`src/rtl/branch_unit_if.sv`:
```
// Signal bundle between the controller/datapath and the branch unit.
// The master side issues flags and branch requests; the slave side returns results.
interface branch_unit_if #(
  parameter int PCW = 9,
  parameter int IMW = 8
);
  logic           loads;
  logic           Z_in;
  logic           V_in;
  logic           N_in;
  logic           req;
  logic [2:0]     cond;
  logic [IMW-1:0] im8;
  logic [PCW-1:0] pc_in;
  logic [PCW-1:0] rd_val;
  logic [2:0]     status;
  logic           busy;
  logic           done;
  logic           taken;
  logic [PCW-1:0] pc_next;
  logic           link_we;
  logic [PCW-1:0] link_val;

  modport master (
    output loads, Z_in, V_in, N_in, req, cond, im8, pc_in, rd_val,
    input  status, busy, done, taken, pc_next, link_we, link_val
  );

  modport slave (
    input  loads, Z_in, V_in, N_in, req, cond, im8, pc_in, rd_val,
    output status, busy, done, taken, pc_next, link_we, link_val
  );
endinterface

```
`src/rtl/branch_unit.sv`:
```
// Branch resolver: holds the {Z,V,N} status register and turns a branch request
// into a registered taken/pc_next/link result two cycles after acceptance.
module branch_unit #(
  parameter int PCW = 9,
  parameter int IMW = 8
) (
  input logic         clk,
  input logic         reset,
  branch_unit_if.slave bus
);

  typedef enum logic [1:0] {IDLE, EVAL, DONE} state_t;

  state_t                state;
  logic [2:0]            cond_p1;
  logic [2:0]            flags_p1;
  logic signed [IMW-1:0] im_p1;
  logic [PCW-1:0]        pc_p1;
  logic [PCW-1:0]        rd_p1;

  // flags are packed {Z,V,N}, matching the status register layout
  function automatic logic cond_met(input logic [2:0] c, input logic [2:0] f);
    logic z, v, n;
    z = f[2];
    v = f[1];
    n = f[0];
    case (c)
      3'b001:  return z;
      3'b010:  return !z;
      3'b011:  return n ^ v;
      3'b100:  return (n ^ v) | z;
      default: return 1'b1;
    endcase
  endfunction

  function automatic logic [PCW-1:0] next_pc(input logic [2:0]            c,
                                             input logic [2:0]            f,
                                             input logic [PCW-1:0]        pc,
                                             input logic signed [IMW-1:0] im,
                                             input logic [PCW-1:0]        rd);
    logic [PCW-1:0]        seq;
    logic signed [PCW-1:0] off;
    seq = pc + PCW'(1);
    off = PCW'(im);
    if (c[2:1] == 2'b11) return rd;
    if (!cond_met(c, f)) return seq;
    return seq + off;
  endfunction

  always_ff @(posedge clk) begin
    if (reset) begin
      state        <= IDLE;
      cond_p1      <= '0;
      flags_p1     <= '0;
      im_p1        <= '0;
      pc_p1        <= '0;
      rd_p1        <= '0;
      bus.status   <= '0;
      bus.busy     <= 1'b0;
      bus.done     <= 1'b0;
      bus.taken    <= 1'b0;
      bus.pc_next  <= '0;
      bus.link_we  <= 1'b0;
      bus.link_val <= '0;
    end else begin
      if (bus.loads) bus.status <= {bus.Z_in, bus.V_in, bus.N_in};
      bus.done    <= 1'b0;
      bus.link_we <= 1'b0;
      case (state)
        // p1 capture: the snapshot takes the pre-edge status, so a coincident load is not seen
        IDLE: begin
          if (bus.req) begin
            cond_p1  <= bus.cond;
            im_p1    <= bus.im8;
            pc_p1    <= bus.pc_in;
            rd_p1    <= bus.rd_val;
            flags_p1 <= bus.status;
            bus.busy <= 1'b1;
            state    <= EVAL;
          end
        end
        // p2 result: registered outputs hold until the next request reaches this point
        EVAL: begin
          bus.taken    <= cond_met(cond_p1, flags_p1);
          bus.pc_next  <= next_pc(cond_p1, flags_p1, pc_p1, im_p1, rd_p1);
          bus.link_val <= pc_p1 + PCW'(1);
          bus.link_we  <= (cond_p1 == 3'b101) || (cond_p1 == 3'b111);
          bus.done     <= 1'b1;
          state        <= DONE;
        end
        DONE: begin
          bus.busy <= 1'b0;
          state    <= IDLE;
        end
        default: state <= IDLE;
      endcase
    end
  end

endmodule

```
`src/flat_wrapper.sv`:
```
// flat-port wrapper written by rule: the top's interface ports become plain ports
module branch_unit_flat 
#(
  parameter int PCW = 9,
  parameter int IMW = 8
)
  (clk, reset, bus_loads, bus_Z_in, bus_V_in, bus_N_in, bus_req, bus_cond, bus_im8, bus_pc_in, bus_rd_val, bus_status, bus_busy, bus_done, bus_taken, bus_pc_next, bus_link_we, bus_link_val);
  branch_unit_if #(.PCW(PCW), .IMW(IMW)) bus_i ();
  input logic clk;
  input logic reset;
  input wire logic [$bits(bus_i.loads)-1:0] bus_loads;
  input wire logic [$bits(bus_i.Z_in)-1:0] bus_Z_in;
  input wire logic [$bits(bus_i.V_in)-1:0] bus_V_in;
  input wire logic [$bits(bus_i.N_in)-1:0] bus_N_in;
  input wire logic [$bits(bus_i.req)-1:0] bus_req;
  input wire logic [$bits(bus_i.cond)-1:0] bus_cond;
  input wire logic [$bits(bus_i.im8)-1:0] bus_im8;
  input wire logic [$bits(bus_i.pc_in)-1:0] bus_pc_in;
  input wire logic [$bits(bus_i.rd_val)-1:0] bus_rd_val;
  output wire logic [$bits(bus_i.status)-1:0] bus_status;
  output wire logic [$bits(bus_i.busy)-1:0] bus_busy;
  output wire logic [$bits(bus_i.done)-1:0] bus_done;
  output wire logic [$bits(bus_i.taken)-1:0] bus_taken;
  output wire logic [$bits(bus_i.pc_next)-1:0] bus_pc_next;
  output wire logic [$bits(bus_i.link_we)-1:0] bus_link_we;
  output wire logic [$bits(bus_i.link_val)-1:0] bus_link_val;
  assign bus_i.loads = bus_loads;
  assign bus_i.Z_in = bus_Z_in;
  assign bus_i.V_in = bus_V_in;
  assign bus_i.N_in = bus_N_in;
  assign bus_i.req = bus_req;
  assign bus_i.cond = bus_cond;
  assign bus_i.im8 = bus_im8;
  assign bus_i.pc_in = bus_pc_in;
  assign bus_i.rd_val = bus_rd_val;
  assign bus_status = bus_i.status;
  assign bus_busy = bus_i.busy;
  assign bus_done = bus_i.done;
  assign bus_taken = bus_i.taken;
  assign bus_pc_next = bus_i.pc_next;
  assign bus_link_we = bus_i.link_we;
  assign bus_link_val = bus_i.link_val;
  branch_unit #(.PCW(PCW), .IMW(IMW)) u_core (.clk(clk), .reset(reset), .bus(bus_i));
endmodule
```
`config.mk`:
```
export PLATFORM = sky130hd
export DESIGN_NAME = branch_unit_flat
export DESIGN_NICKNAME = d
export VERILOG_FILES = /design/src/rtl/branch_unit_if.sv /design/src/rtl/branch_unit.sv /design/src/flat_wrapper.sv
export SDC_FILE = /design/constraint.sdc
export NUM_CORES = 1
export LEC_CHECK = 0
export ABC_CLOCK_PERIOD_IN_PS = 7600
export BUFFER_PORTS_ARGS = -buffer_cell sky130_fd_sc_hd__buf_2
export CAP_MARGIN = 20
export CORE_MARGIN = 3
export CORE_UTILIZATION = 36
export CTS_CLUSTER_DIAMETER = 150
export DETAILED_ROUTE_END_ITERATION = 8
export PLACE_DENSITY = 0.59
export REMOVE_ABC_BUFFERS = 1
export SLEW_MARGIN = 0
export SYNTH_ARGS = -nofsm -noshare
export SYNTH_HDL_FRONTEND = slang
export SYNTH_SLANG_ARGS = --single-unit
```
`constraint.sdc`:
```
create_clock -name clk -period 7.6 [get_ports clk]
set_input_delay 1.52 -clock clk [delete_from_list [all_inputs] [get_ports clk]]
set_output_delay 1.52 -clock clk [all_outputs]
set_load 0.005 [all_outputs]
```
==> results of run 1 <==
==> per-layer routing <==
layer	GRT usage [%]	wire length [um]
met1	20.7	3250
met2	25.7	3110
met3	4.79	327
met4	6.59	89
met5	0	0
==> worst min-delay path, delay by kind of cell (launching register included) <==
| family | cells | cell delay (ns) |
|---|---|---|
| compound gates | 1 | 0.05 |
| flops | 1 | 0.31 |
| simple gates | 1 | 0.05 |
==> cell type report <==
class / instances / area (um^2)
Fill cell: 761 / 3970
Timing Repair Buffer: 64 / 330
Tap cell: 99 / 124
Inverter: 10 / 37.5
Clock buffer: 9 / 124
Clock inverter: 7 / 92.6
Multi-Input combinational cell: 249 / 1430
Sequential cell: 59 / 1180
==> sequential cells by signal, indices dropped and copies added, names as in the netlist <==
signal / cells
u_core.bus.link_we: 1
u_core.bus.pc_next: 9
u_core.flags_p1: 3
u_core.state: 2
u_core.im_p1: 8
u_core.rd_p1: 9
u_core.pc_p1: 9
u_core.cond_p1: 3
u_core.bus.done: 1
u_core.bus.link_val: 9
u_core.bus.status: 3
u_core.bus.taken: 1
u_core.bus.busy: 1
==> Yosys cell counts (2+ instances only) <==
cell and count:
nor4b_1 2, clkbuf_1 10, a21oi_1 46, a31oi_1 3, inv_1 10, xor2_1 3
mux2i_1 8, nand2_1 76, and3_1 2, nor3_1 8, o22ai_1 3, xnor2_1 10
a31o_1 2, a21o_1 4, buf_6 2, a211oi_2 3, ha_1 10, nand2b_1 3
nor2_1 28, buf_1 4, o21ai_0 9, dfxtp_1 59, nand3_1 4, a211oi_1 7
==> path summary, 6_finish.rpt <==
kind / start / to / cells past startpoint
max: u_core.pc_p1[0] / u_core.bus.pc_next[8] / 11
min: u_core.rd_p1[2] / u_core.rd_p1[2] / 2
max reg2reg: u_core.pc_p1[0] / u_core.bus.pc_next[8] / 11
min reg2reg: u_core.rd_p1[2] / u_core.rd_p1[2] / 2
==> power by group <==
part	leakage, nW	internal [mW]	switching [mW]
combinational	0.874	0.0442	0.0590
clock	0.113	0.184	0.130
sequential	0.484	0.328	0.0137
total	1.47	0.556	0.203
==> per-stage QoR <==
stage | utilization, % | cell area, um^2
CTS | 45.5 | 3320
finish | 45.5 | 3320
floorplan | - | 2640
global route | 45.5 | 3320
detailed placement | 42.5 | 3100
global placement | 42.5 | 3100
==> cells by family after synthesis <==
group,Yosys count
AO/OA/AOI/OAI,86
AND/OR/NAND/NOR,131
multiplexers,8
adder cells (fa/ha/maj),11
XOR/XNOR,13
flip-flops,59
buffers and inverters,27
==> results_dict.tcl, run 1 <==
set metrics [dict create \
    synth-edff-count 0 \
    ant_nets 0 \
    dp_hpwl_mm 4.80 \
    synthArstFlopShare_pct 0 \
    criticalPathCategory "reg -> reg" \
    finalHoldViolCount 0 \
    layout_setup_ws_ns 4.83 \
    syn_area_um2 2720 \
    mostFrequentLayoutCells "nand2_1, buf_2, dfxtp_1" \
    dr.first_iter.drc_count 108 \
    synth_top_family_by_area "simple AND/OR/NAND/NOR gates" \
    r2r_slack_ns 4.83 \
    crit_top_cell "ha_1" \
    worst_pin_slew_ns 0.994 \
    grt_usage_pct 16.3 \
    drt-total-wl_mm 6.77 \
    pre_cts_ws_ns 4.51 \
    rsz0062_at_grt "no" \
    diodes 0 \
    cp_max_fo 6 \
    cts_tree "done" \
    rows 31 \
    gp_congestion 0.787 \
    synth_top_area_cell "dfxtp_1" \
    leakagePower_nw 1.47 \
    yosysUniqueCellTypes 43 \
    syn_avg_cell_area_um2 8.13 \
    syn2layout_area_growth_pct 21.9 \
    max-cap-violations 0 \
    antenna_found_initial 0 \
    cts_sinks 59 \
    setup-violations-final 0 \
    htreeDepth 3 \
    stdcell_count 497 \
    io_buffers 60 \
    required_ns 7.83 \
    ys_ff_latch 59 \
    holdBufCountCts 0 \
    path_cells "ha_1 > nand2_1 > nor2_1 > xnor2_1 > inv_1 > ha_1 > a21o_1 > or4_1 > nand4_1 > nor4b_1 > a211o_1" \
    fin_crit_sh_pct 36.4 \
    cts_made_buffers 9 \
    die_area_um2 8640 \
    fmax_mhz 362 \
    fin_skew_ns 0.0108 \
    ctsRootBufferMaster "clkbuf_8" \
    startpoint_type "flop" \
    status "complete, no violations" \
    drive_above_1_share_pct 21.9 \
    muxShareOfSynthArea_pct 2.94 \
    die_w_um 93.0 \
    synth_seq_area_share_pct 43.4 \
    yosys_warnings 0 \
    nets 440 \
    floorplan.initialDensity_pct 37.3 \
    clk_pin_slew_ns 0.07 \
    crit_family "simple AND/OR/NAND/NOR gates" \
    holdWs_ns 0.454 \
    post-place-cells 481 \
    drt-pass1-iter-count 4 \
    grt_first_pass_wirelength_mm 11.0 \
    die_h_um 93.0 \
    hold_class "reg -> reg" \
    power_density_nw_per_um2 229 \
    via_per_inst 4.88 \
    grt_start_max_net_pins 59 \
    synth.area.top_cells "dfxtp_1, nand2_1, a21oi_1" \
    synth-simple-area-share_pct 20.4 \
    relSlewSlack_pct 33.5 \
    synth_compound_area_share_pct 19.4 \
    wl_per_cell_um 13.6 \
    io-pin-count 61 \
    ir_worst_vdd_uv 86.9 \
    cp_slowest_cell "or4_1" \
    ctsResizeCount 0 \
    grt-ovfl-total 0 \
    cts_max_path_buffers 2 \
    worstSkewPairLatency_ns 0.34 \
    fp.coreArea_um2 7290 \
    cpPeakStageDelay_ns 0.49 \
    post_cts_buffers 0 \
    power.total_mw 0.758 \
    dr_total_vias 2426 \
    synthAdderAreaFrac_pct 5.33 \
    crit_buf_inv 1 \
    synthXorXnorAreaFrac_pct 4.18 \
    mostFrequentLayoutCell "nand2_1" \
    slew_viol_final 0 \
    end_kind "flop" \
    layout_min_cycle_time_ns 2.77 \
    fin_setup_tns_ns 0 \
    synth_top_area_share_pct 43.4 \
    synth_cells 335 \
    first_global_vias 2275 \
    drcViolationCount 0 \
    synth-main-ff-cell "dfxtp_1" \
    arrival_ns 3.00 \
]
(Power assumes the default switching activity.)
==> run 2: changes to the inputs <==
ABC_CLOCK_PERIOD_IN_PS = 2780   (was 7600)
clock period = 2.78 ns   (was 7.6 ns; I/O delays follow)
==> run 2 against run 1 <==
  * Sequential power grew to 2.7 times the previous value
  * Count of clock-buffer cells in the layout grew 1
  * Non-clock buffer count grew 6
  * Global-route usage grew 0.26 points
  * Utilization is essentially flat
  * Worst hold slack lost 0.0084 ns
  * Combinational power grew to 2.8 times the previous value
  * Largest power group unchanged
  * Via count grew 2.8%
  * Clock skew shrank 0.0028 ns
==> results_dict.tcl, run 2 (synthesis results as in run 1) <==
set metrics [dict create \
    status "complete, no violations" \
    htreeDepth 3 \
    grt_start_max_net_pins 23 \
    cts_tree "done" \
    mostFrequentLayoutCell "nand2_1" \
    die_w_um 93.0 \
    grtUsageMet2_pct 26.5 \
    cp_max_fo 5 \
    end_kind "flop" \
    drive_above_1_share_pct 24.1 \
    ir_worst_vdd_uv 240 \
    ant_nets 0 \
    ctsRootBufferMaster "clkbuf_8" \
    gp_congestion 0.870 \
    p_comb_share_pct 15.8 \
    cts_made_buffers 9 \
    hold_class "in -> reg" \
    rows 31 \
    swShare_pct 27.8 \
    criticalPathCategory "reg -> reg" \
    grt_first_pass_wirelength_mm 11.2 \
    post_cts_buffers 0 \
    power.total_mw 1.84 \
    dp_hpwl_mm 5.18 \
    io_buffers 60 \
    fin_skew_ns 0.00803 \
    die_area_um2 8640 \
    mostFrequentLayoutCells "nand2_1, buf_2, dfxtp_1" \
    fin_setup_tns_ns 0 \
    setup-violations-final 0 \
    rsz0062_at_grt "no" \
    dr_total_vias 2495 \
    leakagePower_nw 1.48 \
    finalHoldViolCount 0 \
    cts_sinks 59 \
    p_seq_share_pct 50.7 \
    clk_pin_slew_ns 0.06 \
    grt-ovfl-total 0 \
    syn2layout_area_growth_pct 21.8 \
    antenna_found_initial 0 \
    max-cap-violations 0 \
    layout_min_cycle_time_ns 2.65 \
    slew_viol_final 0 \
    arrival_ns 2.88 \
    clkPwrFrac_pct 33.4 \
    floorplan.initialDensity_pct 37.3 \
    busiest_layer "met2" \
    grt_usage_pct 16.5 \
    fin_util_pct 45.5 \
    wl_per_cell_um 13.8 \
    fin_crit_sh_pct 95.5 \
    worstSkewPairLatency_ns 0.34 \
    first_global_vias 2378 \
    drt-pass1-iter-count 4 \
    power_density_nw_per_um2 556 \
    power.internal_mw 1.33 \
    drt-total-wl_mm 6.90 \
    dr.first_iter.drc_count 88 \
    num-fill-cells 801 \
    cts_max_path_buffers 2 \
    switching_power_mw 0.512 \
    grt_util_met3_pct 5.28 \
    startpoint_type "flop" \
    via_per_inst 4.98 \
    nets 446 \
    grtUsageMet1_pct 20.5 \
    relSlewSlack_pct 52.4 \
    fmax_mhz 377 \
    die_h_um 93.0 \
    io-pin-count 61 \
    worst_pin_slew_ns 0.712 \
    required_ns 3.00 \
    diodes 0 \
    drcViolationCount 0 \
    fp.coreArea_um2 7290 \
]
run 2: cell types whose count changed in the layout (fill, tap and decap cells not counted), sizes merged:
cell	delta
buf	+6
bufinv	-2
clkinv	-1
clkbuf	+1
run 2: through the flow:
step	area, um^2	hold WS (ns)	worst slack (ns)	std cells
final	3320	0.446	0.125	501
after floorplan	2640	0.426	0.153	318
after CTS	3290	0.440	0.0830	501
after global placement	3150	0.446	0.201	487
after detailed placement	3150	0.447	0.0992	487
after global routing	3320	0.447	0.0295	501
run 2: final timing paths:
| kind | slack [ns] | from | cells after the start | end |
|---|---|---|---|---|
| max | 0.13 | u_core.pc_p1[4] | 9 | u_core.bus.pc_next[8] |
| min | 0.45 | bus_pc_in[1] | 3 | u_core.pc_p1[1] |
| max reg2reg | 0.13 | u_core.pc_p1[4] | 9 | u_core.bus.pc_next[8] |
| min reg2reg | 0.46 | u_core.bus.link_val[1] | 2 | u_core.bus.link_val[1] |
run 2: what timing repair did:
item / CTS / global route
hold buffers: 0 / 0
gates resized for setup: 0 / 7
endpoints found under the setup margin: 0 / 2
run 2: power groups by stage:
| stage | clock network [mW] | registers, mW | logic, mW |
|---|---|---|---|
| floorplan | 0 | 0.945 | 0.174 |
| detailed placement | 0 | 0.953 | 0.293 |
| finish | 0.616 | 0.936 | 0.292 |
| global placement | 0 | 0.952 | 0.288 |
| CTS | 0.643 | 0.935 | 0.294 |
| global route | 0.674 | 0.943 | 0.330 |
run 2: cell type report:
type | count | area [um^2] | area share, %
Tap cell | 99 | 124 | 3.74
Sequential cell | 59 | 1180 | 35.7
Clock buffer | 10 | 128 | 3.85
Multi-Input combinational cell | 249 | 1450 | 43.6
Clock inverter | 4 | 20.0 | 0.604
Timing Repair Buffer | 70 | 375 | 11.3
Inverter | 10 | 37.5 | 1.13
run 2: critical path: stages, from the launching register on:
cell and delay, ns:
dfxtp_1 0.40, nand3_1 0.17, nor3_2 0.20, xor2_1 0.27, ha_1 0.33, a21o_1 0.20
or4_1 0.51, nand4_1 0.13, nor4b_1 0.07, a211o_1 0.27
run 2: routing by layer:
metal / wire (um) / part of all wire, %
met3: 374 / 5.4
met5: 0 / 0
met1: 3150 / 46
met4: 110 / 1.6
met2: 3260 / 47
